$ cat config.mk
export PLATFORM = sky130hd
export DESIGN_NAME = pcie_pio_regs_flat
export DESIGN_NICKNAME = d
export VERILOG_FILES = /design/src/rtl/pcie_pio_regs_if.sv /design/src/rtl/pcie_pio_regs.sv /design/src/flat_wrapper.sv
export SDC_FILE = /design/constraint.sdc
export NUM_CORES = 1
export LEC_CHECK = 0
export ABC_AREA = 1
export BUFFER_PORTS_ARGS = -buffer_cell sky130_fd_sc_hd__buf_2
export CAP_MARGIN = 25
export CORE_MARGIN = 10
export CORE_UTILIZATION = 52
export CTS_CLUSTER_DIAMETER = 200
export DETAILED_ROUTE_END_ITERATION = 12
export PLACE_DENSITY = 0.91
export RECOVER_POWER = 25
export SLEW_MARGIN = 0
export SYNTH_ARGS = -nofsm -noshare
export SYNTH_HDL_FRONTEND = slang
export SYNTH_SLANG_ARGS = --single-unit
$ cat constraint.sdc
create_clock -name clock -period 2.35 [get_ports clock]
set_input_delay 0.3525 -clock clock [delete_from_list [all_inputs] [get_ports clock]]
set_output_delay 0.3525 -clock clock [all_outputs]
set_load 0.05 [all_outputs]
$ cat src/rtl/pcie_pio_regs_if.sv
// PIO request / read-completion bus between the TLP engines and the register file.
// The master side is the TLP engine pair; the slave side is pcie_pio_regs.
interface pcie_pio_regs_if;
  logic        pio_write_valid;
  logic        pio_read_valid;
  logic [12:0] pio_address;
  logic [63:0] pio_write_data;
  logic [23:0] pio_rid_tag;
  logic        cpl_valid;
  logic [23:0] cpl_rid_tag;
  logic [3:0]  cpl_lower_addr;
  logic [63:0] cpl_data;

  modport master (
    output pio_write_valid, pio_read_valid, pio_address, pio_write_data, pio_rid_tag,
    input  cpl_valid, cpl_rid_tag, cpl_lower_addr, cpl_data
  );

  modport slave (
    input  pio_write_valid, pio_read_valid, pio_address, pio_write_data, pio_rid_tag,
    output cpl_valid, cpl_rid_tag, cpl_lower_addr, cpl_data
  );
endinterface

$ cat src/rtl/pcie_pio_regs.sv
// PIO register file with read-to-clear interrupt latch, MSI request FSM with holdoff
// coalescing, and a two-stage pipelined read completion path.
module pcie_pio_regs #(
  parameter int NIRQ    = 3,
  parameter int NSTATUS = 2
) (
  input  logic                      clock,
  input  logic                      reset,
  pcie_pio_regs_if.slave            pio,
  input  logic                      completion_valid,
  input  logic [NIRQ-1:0]           irq_in,
  input  logic [(NSTATUS > 0 ? 64*NSTATUS : 64)-1:0] status_in,
  output logic                      cfg_interrupt,
  input  logic                      cfg_interrupt_rdy,
  output logic [NIRQ-1:0]           irq_enable
);
  typedef enum logic [1:0] {IDLE, REQ, HOLD} state_t;

  state_t state_q, state_d;
  logic [15:0] hold_cnt_q, hold_cnt_d;
  logic [NIRQ-1:0] irq_latch_q, irq_latch_d, irq_enable_q, irq_enable_d, irq_clr;
  logic [15:0] holdoff_q, holdoff_d;
  logic [15:0] cpl_count_q, cpl_count_d, write_count_q, write_count_d;
  logic [15:0] read_count_q, read_count_d;
  logic irq_pending_q, irq_pending_d, irq_accept;
  logic rd_valid_q, rd_valid_d;
  logic [23:0] rd_tag_q, rd_tag_d;
  logic [3:0]  rd_lo_q, rd_lo_d;
  logic [63:0] rd_data_q, rd_data_d, rdata;
  logic cpl_valid_q, cpl_valid_d;
  logic [23:0] cpl_rid_tag_q, cpl_rid_tag_d;
  logic [3:0]  cpl_lower_addr_q, cpl_lower_addr_d;
  logic [63:0] cpl_data_q, cpl_data_d;
  logic unused_wdata;

  assign unused_wdata = ^pio.pio_write_data;

  always_comb begin
    rdata = 64'h0;
    case (pio.pio_address)
      13'd0: rdata = 64'(irq_latch_q);
      13'd1: rdata = 64'(irq_enable_q);
      13'd2: rdata = {16'h0, cpl_count_q, write_count_q, read_count_q};
      13'd3: rdata = {48'h0, holdoff_q};
      default: begin
        for (int k = 0; k < NSTATUS; k++) begin
          if (pio.pio_address == 13'(8 + k)) rdata = status_in[64*k +: 64];
        end
      end
    endcase
  end

  assign irq_accept = (state_q == REQ) && cfg_interrupt_rdy;

  always_comb begin
    // The cleared mask is exactly what the read returns, so same-cycle arrivals survive.
    irq_clr       = (pio.pio_read_valid && pio.pio_address == 13'd0) ? irq_latch_q : '0;
    irq_latch_d   = (irq_latch_q & ~irq_clr) | irq_in;
    irq_enable_d  = irq_enable_q;
    holdoff_d     = holdoff_q;
    if (pio.pio_write_valid && pio.pio_address == 13'd1) irq_enable_d = pio.pio_write_data[NIRQ-1:0];
    if (pio.pio_write_valid && pio.pio_address == 13'd3) holdoff_d = pio.pio_write_data[15:0];
    cpl_count_d   = cpl_count_q + 16'(completion_valid);
    write_count_d = write_count_q + 16'(pio.pio_write_valid);
    read_count_d  = read_count_q + 16'(pio.pio_read_valid);
    irq_pending_d = (|(irq_in & irq_enable_q)) | (irq_pending_q & ~irq_accept);

    rd_valid_d = pio.pio_read_valid;
    rd_tag_d   = pio.pio_read_valid ? pio.pio_rid_tag : rd_tag_q;
    rd_lo_d    = pio.pio_read_valid ? pio.pio_address[3:0] : rd_lo_q;
    rd_data_d  = pio.pio_read_valid ? rdata : rd_data_q;

    cpl_valid_d      = rd_valid_q;
    cpl_rid_tag_d    = rd_valid_q ? rd_tag_q : cpl_rid_tag_q;
    cpl_lower_addr_d = rd_valid_q ? rd_lo_q : cpl_lower_addr_q;
    cpl_data_d       = rd_valid_q ? rd_data_q : cpl_data_q;
  end

  always_comb begin
    state_d    = state_q;
    hold_cnt_d = hold_cnt_q;
    case (state_q)
      IDLE: if (irq_pending_q) state_d = REQ;
      REQ: begin
        if (cfg_interrupt_rdy) begin
          hold_cnt_d = holdoff_q;
          state_d    = (holdoff_q != 16'd0) ? HOLD : IDLE;
        end
      end
      HOLD: begin
        hold_cnt_d = hold_cnt_q - 16'd1;
        if (hold_cnt_q == 16'd1) state_d = IDLE;
      end
      default: state_d = IDLE;
    endcase
  end

  always_ff @(posedge clock) begin
    if (reset) begin
      state_q    <= IDLE;
      hold_cnt_q <= 16'd0;
    end else begin
      state_q    <= state_d;
      hold_cnt_q <= hold_cnt_d;
    end
  end

  always_comb begin
    cfg_interrupt = (state_q == REQ);
  end

  always_ff @(posedge clock) begin
    if (reset) begin
      irq_latch_q      <= '0;
      irq_enable_q     <= '0;
      holdoff_q        <= 16'd0;
      cpl_count_q      <= 16'd0;
      write_count_q    <= 16'd0;
      read_count_q     <= 16'd0;
      irq_pending_q    <= 1'b0;
      rd_valid_q       <= 1'b0;
      rd_tag_q         <= 24'd0;
      rd_lo_q          <= 4'd0;
      rd_data_q        <= 64'd0;
      cpl_valid_q      <= 1'b0;
      cpl_rid_tag_q    <= 24'd0;
      cpl_lower_addr_q <= 4'd0;
      cpl_data_q       <= 64'd0;
    end else begin
      irq_latch_q      <= irq_latch_d;
      irq_enable_q     <= irq_enable_d;
      holdoff_q        <= holdoff_d;
      cpl_count_q      <= cpl_count_d;
      write_count_q    <= write_count_d;
      read_count_q     <= read_count_d;
      irq_pending_q    <= irq_pending_d;
      rd_valid_q       <= rd_valid_d;
      rd_tag_q         <= rd_tag_d;
      rd_lo_q          <= rd_lo_d;
      rd_data_q        <= rd_data_d;
      cpl_valid_q      <= cpl_valid_d;
      cpl_rid_tag_q    <= cpl_rid_tag_d;
      cpl_lower_addr_q <= cpl_lower_addr_d;
      cpl_data_q       <= cpl_data_d;
    end
  end

  assign irq_enable         = irq_enable_q;
  assign pio.cpl_valid      = cpl_valid_q;
  assign pio.cpl_rid_tag    = cpl_rid_tag_q;
  assign pio.cpl_lower_addr = cpl_lower_addr_q;
  assign pio.cpl_data       = cpl_data_q;
endmodule

$ cat src/flat_wrapper.sv
// flat-port wrapper written by rule: the top's interface ports become plain ports
module pcie_pio_regs_flat 
#(
  parameter int NIRQ    = 3,
  parameter int NSTATUS = 2
)
  (clock, reset, completion_valid, irq_in, status_in, cfg_interrupt, cfg_interrupt_rdy, irq_enable, pio_pio_write_valid, pio_pio_read_valid, pio_pio_address, pio_pio_write_data, pio_pio_rid_tag, pio_cpl_valid, pio_cpl_rid_tag, pio_cpl_lower_addr, pio_cpl_data);
  pcie_pio_regs_if pio_i ();
  input  logic clock;
  input  logic reset;
  input  logic completion_valid;
  input  logic [NIRQ-1:0] irq_in;
  input  logic [(NSTATUS > 0 ? 64*NSTATUS : 64)-1:0] status_in;
  output logic cfg_interrupt;
  input  logic cfg_interrupt_rdy;
  output logic [NIRQ-1:0] irq_enable;
  input wire logic [$bits(pio_i.pio_write_valid)-1:0] pio_pio_write_valid;
  input wire logic [$bits(pio_i.pio_read_valid)-1:0] pio_pio_read_valid;
  input wire logic [$bits(pio_i.pio_address)-1:0] pio_pio_address;
  input wire logic [$bits(pio_i.pio_write_data)-1:0] pio_pio_write_data;
  input wire logic [$bits(pio_i.pio_rid_tag)-1:0] pio_pio_rid_tag;
  output wire logic [$bits(pio_i.cpl_valid)-1:0] pio_cpl_valid;
  output wire logic [$bits(pio_i.cpl_rid_tag)-1:0] pio_cpl_rid_tag;
  output wire logic [$bits(pio_i.cpl_lower_addr)-1:0] pio_cpl_lower_addr;
  output wire logic [$bits(pio_i.cpl_data)-1:0] pio_cpl_data;
  assign pio_i.pio_write_valid = pio_pio_write_valid;
  assign pio_i.pio_read_valid = pio_pio_read_valid;
  assign pio_i.pio_address = pio_pio_address;
  assign pio_i.pio_write_data = pio_pio_write_data;
  assign pio_i.pio_rid_tag = pio_pio_rid_tag;
  assign pio_cpl_valid = pio_i.cpl_valid;
  assign pio_cpl_rid_tag = pio_i.cpl_rid_tag;
  assign pio_cpl_lower_addr = pio_i.cpl_lower_addr;
  assign pio_cpl_data = pio_i.cpl_data;
  pcie_pio_regs #(.NIRQ(NIRQ), .NSTATUS(NSTATUS)) u_core (.clock(clock), .reset(reset), .pio(pio_i), .completion_valid(completion_valid), .irq_in(irq_in), .status_in(status_in), .cfg_interrupt(cfg_interrupt), .cfg_interrupt_rdy(cfg_interrupt_rdy), .irq_enable(irq_enable));
endmodule
==> impl_metrics.yaml, run 1 <==
min_path:
  min_to: "u_core.rd_tag_q[1]"
  hold_depth: 3
  hp-class: "input port to register"
  hp-start: "pio_pio_rid_tag[1]"
critical_path:
  required_ns: 2.77
  critPathKind: "input port to register"
  crit_path_end_kind: "register"
  worstReg2RegStart: "u_core.cpl_count_q[0]"
  cp_data_arrival_time_ns: 2.51
  r2r-end: "u_core.cpl_count_q[11]"
  worstPathMaxFanout: 43
  startpoint_type: "input port"
  ff2ff_setup_slack_ns: 0.44
  ff2ff_path_depth: 9
cts:
  cts_setup_buffers: 0
  cts-buffers-inserted: 28
  cts_max_path_buffers: 3
  cts.sinks: 275
  insertion_delay_ns: 0.56
  cts_max_level: 1
  cts.clk_slew.worst_paths_ns: 0.06
  cts_root_buf: "clkbuf_16"
  cts_resized: 0
  cts_tree: "done"
  postCtsHoldBufs: 6
floorplanning:
  die_h_um: 171
  row_count: 55
  ioPinCount: 335
  core-area_mm2: 0.0226
  start_util_pct: 52.7
  die-area_mm2: 0.0294
  die_w_um: 171
timing:
  whs_ns: 0.0165
  clock.fmax_mhz: 480
  drv_slew: 0
  period_minus_slack_ns: 2.08
  rsz0062_at_grt: "no"
  tightest_slew_ns: 0.996
  finalWorstSetupSlack_ns: 0.267
  fin_crit_sh_pct: 88.6
  finalSetupViolCount: 0
  hold_violations: 0
  relSlewSlack_pct: 33.6
  fin_skew_ns: 0.0236
  setup_tns_ns: 0
job:
  cap_violations: 0
route:
  wl_mm: 37.3
  drc: 0
  num_vias: 12500
  post_drt_wl_per_cell_um: 16.6
  dr.pass1.iters: 6
  antenna_left: 0
  viasPerCell: 5.53
  drt_iter0_drc: 1203
power:
  power.leakage_nw: 6.59
  power_mw: 10.5
  ir_worst_vdd_uv: 563
  power_density_mw_per_mm2: 725
placement:
  pre_cts_slack_ns: 0.307
  numPortBuffers: 286
  gp_congestion: 0.914
  post-dp-hpwl_mm: 25.7
final_layout:
  layout_commonest_cell: "nand2_1"
  nNetsFinal: 2193
  syn_to_final_growth_pct: 21.7
  final_cell_mix: "381 x nand2_1, 301 x nor2_1, 283 x buf_2, 274 x dfxtp_1, 182 x o21ai_0"
  drive_gt1_share_pct: 20.4
  postLayoutCoreUtil_pct: 64.1
logic_synthesis:
  ys_seq_area_share_pct: 46.1
  synth_cells: 1699
  synth_top_flop_cell: "dfxtp_1"
  synth_area_per_cell_um2: 7.02
  synth-seq-cells: 275
  synth_area_mm2: 0.0119
  synthArstFlopShare_pct: 0
  yosysWarnings: 0
  synth_edf_count: 0
  syn-num-nets: 1945
  synth_cell_type_count: 42
run_status:
  outcome: "finished, final reports clean"
global_route:
  antenna_found_initial: 1
  grt_pass1_vias: 12200
  gr-total-overflow: 0
  grt_use_total_pct: 23.9
  grt_max_degree: 112
  grt_pass1_wl_mm: 58.4
[stage by stage]
| stage | instances | cell area [um^2] |
|---|---|---|
| finish | 2253 | 14500 |
| global placement | 2196 | 13600 |
| global route | 2252 | 14500 |
| detailed placement | 2196 | 13600 |
| floorplan | 1699 | 11900 |
| CTS | 2252 | 14600 |
[power by group]
part,leakage [nW],internal [mW],switching [mW]
Sequential,2.24,4.80,0.0759
Clock,0.471,2.68,1.90
Combinational,3.88,0.301,0.758
Total,6.59,7.79,2.74
[synthesized netlist by cell type (3+ instances only)]
cell type	number	area share (%)
dfxtp_1	275	46
nor4_1	5	0.26
or2_2	5	0.26
xor2_1	3	0.22
ha_1	8	0.84
o21ai_0	182	7.6
nand2_2	7	0.37
nor2_2	6	0.31
a31oi_1	6	0.31
buf_2	20	0.84
nor2_1	300	9.4
nand2_4	6	0.57
nor3_1	12	0.50
o22ai_1	5	0.26
a21oi_2	10	0.73
buf_1	3	0.094
o21ai_1	22	0.92
nand3_1	103	4.3
clkbuf_1	64	2.0
nor2_4	4	0.38
xnor2_1	3	0.22
buf_4	9	0.57
a21oi_1	124	5.2
nand4_1	8	0.42
buf_6	3	0.28
nand2_1	381	12
o21a_1	3	0.19
inv_1	99	3.1
nand3_2	4	0.34
[how the worst max path moves through the flow]
stage                                startpoint                     end  slack [ns]  depth (start not counted)
after detailed placement    pio_pio_address[11]    u_core.holdoff_q[14]        0.31                          7
after global routing         pio_pio_read_valid    u_core.rd_data_q[51]        0.15                          6
after floorplan                completion_valid  u_core.cpl_count_q[14]        0.70                         11
after global placement      pio_pio_address[11]    u_core.holdoff_q[12]        0.37                          7
final                        pio_pio_read_valid    u_core.rd_data_q[51]        0.27                          6
after CTS                 u_core.cpl_count_q[0]  u_core.cpl_count_q[14]        0.46                         11
[state kept, by name, indices dropped and copies added, names as in the netlist]
name / flops
u_core.cpl_count_q: 16
u_core.cpl_valid_d: 1
u_core.hold_cnt_q: 16
u_core.holdoff_q: 16
u_core.irq_enable: 3
u_core.irq_latch_q: 3
u_core.irq_pending_q: 1
u_core.pio.cpl_data: 64
u_core.pio.cpl_lower_addr: 4
u_core.pio.cpl_rid_tag: 24
u_core.pio.cpl_valid: 1
u_core.rd_data_q: 64
u_core.rd_lo_q: 4
u_core.rd_tag_q: 24
u_core.read_count_q: 16
u_core.state_q: 2
u_core.write_count_q: 16
[layout make-up]
type / instances / area [um^2]
clock inverter: 13 / 168
clock buffer: 37 / 785
sequential: 275 / 5510
inverter: 105 / 398
timing repair buffer: 318 / 1750
fill: 1835 / 8120
multi-input combinational: 1219 / 5560
antenna: 1 / 2.50
tap: 285 / 357
[routing by layer]
metal  up-vias  share of wire (%)  routed length, um  GRT usage, %
met3       128                9.6               3580          5.57
met4         2                4.7               1770          12.4
li1       5971                  -                  -             -
met2       675                 47              17400          40.1
met1      5675                 39              14600          27.8
met5         -              0.035                 13             0
[critical path, stage by stage]
cell and delay (ns):
clkbuf_1 0.17, clkbuf_2 0.79, inv_1 0.38, clkbuf_4 0.47
nand2_1 0.22, a21oi_2 0.08
[cell families after synthesis]
group                      after synthesis  synth area share, %
and+or+nand+nor                        848                 29.7
AOI/OAI and AO/OA                      357                 15.6
adders and majority gates                8                0.839
buffers and inverters                  205                 7.29
xor gates and xnor gates                 6                0.440
DFF                                    275                 46.1
Power figures use the tool's default switching activity.
==> run 2, diff against run 1 <==
--- a/config.mk
+++ b/config.mk
@@ -5,14 +5,13 @@
 export SDC_FILE = /design/constraint.sdc
 export NUM_CORES = 1
 export LEC_CHECK = 0
-export ABC_AREA = 1
 export BUFFER_PORTS_ARGS = -buffer_cell sky130_fd_sc_hd__buf_2
 export CAP_MARGIN = 25
 export CORE_MARGIN = 10
-export CORE_UTILIZATION = 52
+export CORE_UTILIZATION = 56
 export CTS_CLUSTER_DIAMETER = 200
 export DETAILED_ROUTE_END_ITERATION = 12
-export PLACE_DENSITY = 0.91
+export PLACE_DENSITY = 0.95
 export RECOVER_POWER = 25
 export SLEW_MARGIN = 0
 export SYNTH_ARGS = -nofsm -noshare
==> constraint.sdc (replaced) <==
create_clock -name clock -period 2.4 [get_ports clock]
set_input_delay 0.36 -clock clock [delete_from_list [all_inputs] [get_ports clock]]
set_output_delay 0.36 -clock clock [all_outputs]
set_load 0.05 [all_outputs]
==> run 2 against run 1 <==
Compared with the run above: the run now ends with max-capacitance violations, max-slew violations left; worst hold slack gained 0.051 ns; final cell count shrank 20%; utilization grew 4.8 points; sequential power shrank 4.7%; power shrank 7.8%; wire length shrank 12%; sequential share of layout area grew 0.32 points; critical path depth shrank 2; largest power group unchanged; highest routed layer is now met4.
==> impl_metrics.yaml, run 2 <==
run_status:
  outcome: "complete, but fails checks"
  violations: "max-capacitance violations, max-slew violations"
logic_synthesis:
  synth_adder_area_share_pct: 0.848
  yosysWarnings: 0
  synth-seq-cells: 275
  yosysMostFrequentCell: "dfxtp_1"
  synth_area_mm2: 0.0118
  synthTopCellsByCount: "275 x dfxtp_1, 173 x nor2_1, 124 x mux2i_1"
  syn-num-nets: 1512
  synth_top_area_share_pct: 46.7
  ys_seq_area_share_pct: 46.7
  synth-compound-area-share_pct: 12.6
  synthArstFlopShare_pct: 0
  synth_area_per_cell_um2: 9.32
  synthTopCellsByArea: "dfxtp_1 47%, mux2i_1 11%, nor2_1 5.5%"
  yosys.area.top_type: "dfxtp_1"
  synth_top_family_by_area: "simple AND/OR/NAND/NOR gates"
  synthXorXnorAreaFrac_pct: 2.60
  synth_cell_type_count: 58
  synth_edf_count: 0
  synth_mux_area_share_pct: 14.3
  synth_top_flop_cell: "dfxtp_1"
  synth_cells: 1266
  synth-simple-area-share_pct: 19.4
floorplanning:
  row_count: 53
  die_h_um: 165
  die_w_um: 165
  ioPinCount: 335
  die-area_mm2: 0.0273
  core-area_mm2: 0.0209
  start_util_pct: 56.5
timing:
  clock.fmax_mhz: 502
  finalSetupViolCount: 0
  drv_slew: 60
  finalWorstSetupSlack_ns: 0.409
  period_minus_slack_ns: 1.99
  hold_violations: 0
  rsz0062_at_grt: "no"
  relSlewSlack_pct: -2.89
  fin_crit_sh_pct: 83.0
  setup_tns_ns: 0
  tightest_slew_ns: 1.54
  fin_skew_ns: 0.00812
critical_path:
  slowest_delay_ns: 1.22
  cp_slowest_cell: "clkbuf_2"
  cp_data_arrival_time_ns: 2.39
  startpoint_type: "input port"
  r2r-end: "u_core.pio.cpl_rid_tag[11]"
  cp_cell_sequence: "clkbuf_1 -> clkbuf_2 -> mux2i_1 -> nor2_1"
  cp_top_family: "buffers and inverters"
  critical_path_buf_inv_count: 2
  worstReg2RegStart: "u_core.cpl_valid_d"
  worstPathMaxFanout: 59
  required_ns: 2.80
  critPathLaunch: "pio_pio_read_valid"
  ff2ff_setup_slack_ns: 0.59
  crit_path_end_kind: "register"
  ff2ff_path_depth: 3
  critPathKind: "input port to register"
final_layout:
  drive_gt1_share_pct: 26.4
  final_cell_mix: "284 x buf_2, 275 x dfxtp_1, 172 x nor2_1, 124 x mux2i_1, 91 x nand2_1"
  nNetsFinal: 1764
  layout_commonest_cell: "buf_2"
  syn_to_final_growth_pct: 22.0
min_path:
  hp-class: "input port to register"
  hold_depth: 3
  min_to: "u_core.rd_tag_q[21]"
  hp-start: "pio_pio_rid_tag[21]"
cts:
  cts_setup_buffers: 0
  cts_max_path_buffers: 3
  cts.clk_slew.worst_paths_ns: 0.06
  postCtsHoldBufs: 0
  cts-buffers-inserted: 28
  cts_tree: "done"
  cts_max_level: 1
  cts_resized: 0
  cts.sinks: 275
  insertion_delay_ns: 0.53
  cts_root_buf: "clkbuf_16"
global_route:
  grt_max_degree: 111
  grt_pass1_wl_mm: 51.3
  grt_use_total_pct: 22.6
  antenna_found_initial: 3
  grt_pass1_vias: 10300
  gr-total-overflow: 0
route:
  dr.max_layer_used: "met4"
  viasPerCell: 5.69
  wl_mm: 32.8
  dr.pass1.iters: 6
  post_drt_wl_per_cell_um: 18.1
  wl_met3_mm: 2.78
  antenna_left: 0
  drc: 0
  num_vias: 10300
  wl_met1_mm: 13.0
  wl_met2_mm: 16.1
  drt_iter0_drc: 843
placement:
  post-dp-hpwl_mm: 23.1
  numPortBuffers: 286
  pre_cts_slack_ns: 0.121
  gp_congestion: 0.904
job:
  cap_violations: 1
power:
  ir_worst_vdd_uv: 502
  power.leakage_nw: 5.83
  power_density_mw_per_mm2: 674
run 2: cell types whose count changed after synthesis, moves of 17 or more:
| cell | delta |
|---|---|
| nand2_1 | -290 |
| o21ai_0 | -148 |
| nor2_1 | -127 |
| mux2i_1 | +124 |
| inv_1 | -90 |
| nand3_1 | -77 |
| a21oi_1 | -61 |
| a22oi_1 | +61 |
| nand2b_1 | +37 |
| mux2_2 | +34 |
| nand4_1 | +21 |
| a21boi_0 | +17 |
run 2: kinds of logic after synthesis:
logic type,Yosys count
AOI/OAI and AO/OA,231
xor gates and xnor gates,35
adders and majority gates,8
buffers and inverters,100
DFF,275
muxes,161
and+or+nand+nor,456
run 2: worst max-delay path by stage:
stage,end,slack [ns],cells after the start
after floorplan,u_core.rd_data_q[47],0.45,6
after CTS,cfg_interrupt,0.58,2
after detailed placement,u_core.rd_data_q[49],0.12,6
after global routing,u_core.rd_tag_q[4],0.31,4
after global placement,u_core.rd_data_q[16],0.20,6
final,u_core.rd_tag_q[10],0.41,4
run 2: report_power, final:
| group | internal [mW] | total [mW] | switching (mW) |
|---|---|---|---|
| combinational | 0.304 | 0.676 | 0.371 |
| sequential | 4.62 | 4.65 | 0.0334 |
| clock | 2.63 | 4.37 | 1.74 |
run 2: metrics by stage:
stage	hold slack [ns]	cell area [um^2]	std cells	power (mW)	utilization, %
3_5_place_dp	0.443	13500	1763	5.43	64.6
2_1_floorplan	0.425	11800	1266	5.15	-
6_report	0.0673	14400	1813	9.70	68.9
4_1_cts	0.0506	14400	1810	9.76	69.1
3_3_place_gp	0.434	13500	1762	5.40	64.6
5_1_grt	0.0630	14400	1811	9.99	68.9
run 2: final cells by class:
type	count	area [um^2]
Clock inverter	9	128
Fill cell	1546	6490
Antenna cell	3	7.51
Sequential cell	275	5510
Inverter	9	33.8
Multi-Input combinational cell	891	5890
Timing Repair Buffer	313	1690
Clock buffer	38	800
Tap cell	275	344
run 2: worst register-to-register path, cell delays in order (launching register included):
cell and delay [ns]:
dfxtp_1 0.32, clkbuf_4 0.86, mux2i_1 0.44, nor2_1 0.06
run 2: routing by layer:
metal,vias up,GRT usage (%)
li1,4975,-
met1,4832,27.3
met2,449,39.0
met3,67,4.69
met4,0,7.73
met5,-,0
==> run 3, diff against run 2 <==
--- a/config.mk
+++ b/config.mk
@@ -8,10 +8,10 @@
 export BUFFER_PORTS_ARGS = -buffer_cell sky130_fd_sc_hd__buf_2
 export CAP_MARGIN = 25
 export CORE_MARGIN = 10
-export CORE_UTILIZATION = 56
+export CORE_UTILIZATION = 52
 export CTS_CLUSTER_DIAMETER = 200
 export DETAILED_ROUTE_END_ITERATION = 12
-export PLACE_DENSITY = 0.95
+export PLACE_DENSITY = 0.91
 export RECOVER_POWER = 25
 export SLEW_MARGIN = 0
 export SYNTH_ARGS = -nofsm -noshare
==> constraint.sdc (replaced) <==
create_clock -name clock -period 2 [get_ports clock]
set_input_delay 0.3 -clock clock [delete_from_list [all_inputs] [get_ports clock]]
set_output_delay 0.3 -clock clock [all_outputs]
set_load 0.05 [all_outputs]
==> run 3 against run 2 <==
Compared with the run above: the run now ends clean; die area grew 6.7%; worst setup slack lost 0.18 ns; critical path depth is the same; final area grew 2.4%; worst hold slack lost 0.052 ns; clock-buffer cell count is the same; non-clock buffer count grew 27; power grew 20%; global-route usage shrank 0.62 points; wire length grew 3.2%; combinational power grew 26%; sequential share of layout area shrank 0.89 points.
==> impl_metrics.yaml, run 3 (same netlist as run 2, synthesis figures left out) <==
timing:
  finalSetupViolCount: 0
  fin_skew_ns: 0.00942
  relSlewSlack_pct: 19.6
  hold_violations: 0
  rsz0062_at_grt: "no"
  clock.fmax_mhz: 564
  fin_crit_sh_pct: 88.6
  tightest_slew_ns: 1.21
  drv_slew: 0
  period_minus_slack_ns: 1.77
  finalWorstSetupSlack_ns: 0.228
placement:
  post-dp-hpwl_mm: 24.5
  numPortBuffers: 286
  gp_congestion: 0.894
  postPlaceCellArea_mm2: 0.0137
  pre_cts_slack_ns: -0.133
route:
  wl_mm: 33.9
  drc: 0
  post_drt_wl_per_cell_um: 18.3
  antenna_left: 0
  wl_met3_mm: 2.87
  viasPerCell: 5.73
  dr.max_layer_used: "met4"
  dr.pass1.iters: 5
  num_vias: 10600
  wl_met2_mm: 17.0
  drt_iter0_drc: 922
  wl_met1_mm: 13.0
final_layout:
  nNetsFinal: 1791
  drive_gt1_share_pct: 27.5
  fin_area_mm2: 0.0147
  final_cell_mix: "284 x buf_2, 274 x dfxtp_1, 172 x nor2_1, 124 x mux2i_1, 91 x nand2_1"
  syn_to_final_growth_pct: 24.9
  layout_commonest_cell: "buf_2"
critical_path:
  worstPathMaxFanout: 24
  required_ns: 2.36
  ff2ff_setup_slack_ns: 0.23
  crit_path_end_kind: "register"
  cp_data_arrival_time_ns: 2.13
  critPathKind: "input port to register"
  startpoint_type: "input port"
cts:
  cts_root_buf: "clkbuf_16"
  cts_max_path_buffers: 3
  cts.sinks: 275
  cts.clk_slew.worst_paths_ns: 0.06
  cts_max_level: 1
  cts-buffers-inserted: 28
  cts_tree: "done"
  insertion_delay_ns: 0.53
global_route:
  grt_pass1_vias: 10500
  grt_max_degree: 76
  antenna_found_initial: 1
  gr-total-overflow: 0
  grt_use_total_pct: 21.9
  grt_pass1_wl_mm: 53.0
floorplanning:
  die_w_um: 171
  core-area_mm2: 0.0225
  ioPinCount: 335
  row_count: 55
  start_util_pct: 52.4
  die-area_mm2: 0.0291
  die_h_um: 171
min_path:
  hp-class: "input port to register"
job:
  cap_violations: 0
power:
  power_density_mw_per_mm2: 793
  power.leakage_nw: 6.00
  ir_worst_vdd_uv: 655
run_status:
  outcome: "finished, final reports clean"
[run 3: final timing paths]
path / start / to / cells after the start
setup / recovery: reset / u_core.read_count_q[13] / 4
hold / removal: pio_pio_write_data[13] / u_core.holdoff_q[13] / 3
setup reg to reg: u_core.state_q[0] / u_core.hold_cnt_q[10] / 3
hold reg to reg: u_core.rd_data_q[56] / u_core.rd_data_q[56] / 2
[run 3: repair_timing]
action / in CTS / in global routing
resized for setup: 0 / 0
setup buffers: 0 / 0
hold endpoints to repair: 8 / 0
hold buffers: 8 / 0
[run 3: layer usage]
| layer | track usage (%) | up-vias |
|---|---|---|
| li1 | - | 5042 |
| met5 | 0 | - |
| met1 | 25.6 | 5051 |
| met4 | 7.93 | 0 |
| met3 | 5.21 | 75 |
| met2 | 38.3 | 437 |
[run 3: where the power goes]
group          internal, mW  switching (mW)
registers              5.54          0.0526
logic                 0.397           0.454
clock network          3.11            2.14
total                  9.05            2.64
[run 3: layout make-up]
class / instances / area (um^2)
fillers: 1736 / 7760
diodes: 1 / 2.50
repair buffers: 340 / 2000
clock buffers: 38 / 810
inverters: 9 / 33.8
well taps: 285 / 357
multi-input cells: 891 / 5890
clock inverters: 13 / 138
flip-flops and latches: 275 / 5510
[run 3: through the flow]
stage          instances  power, mW  hold slack, ns  util [%]  TNS [ns]
3_3_place_gp        1792       6.53           0.434      61.1     -4.72
4_1_cts             1851       11.8        0.000614      65.7         0
2_1_floorplan       1266       6.18           0.417         -         0
3_5_place_dp        1792       6.56           0.442      61.1     -5.58
6_report            1852       11.7          0.0157      65.5         0
5_1_grt             1852       12.1         0.00367      65.5         0
[run 3: worst max-delay path, cell delays in order]
cell	delay [ns]
clkbuf_2	0.35
clkbuf_2	0.41
clkbuf_1	0.92
nor2_1	0.14
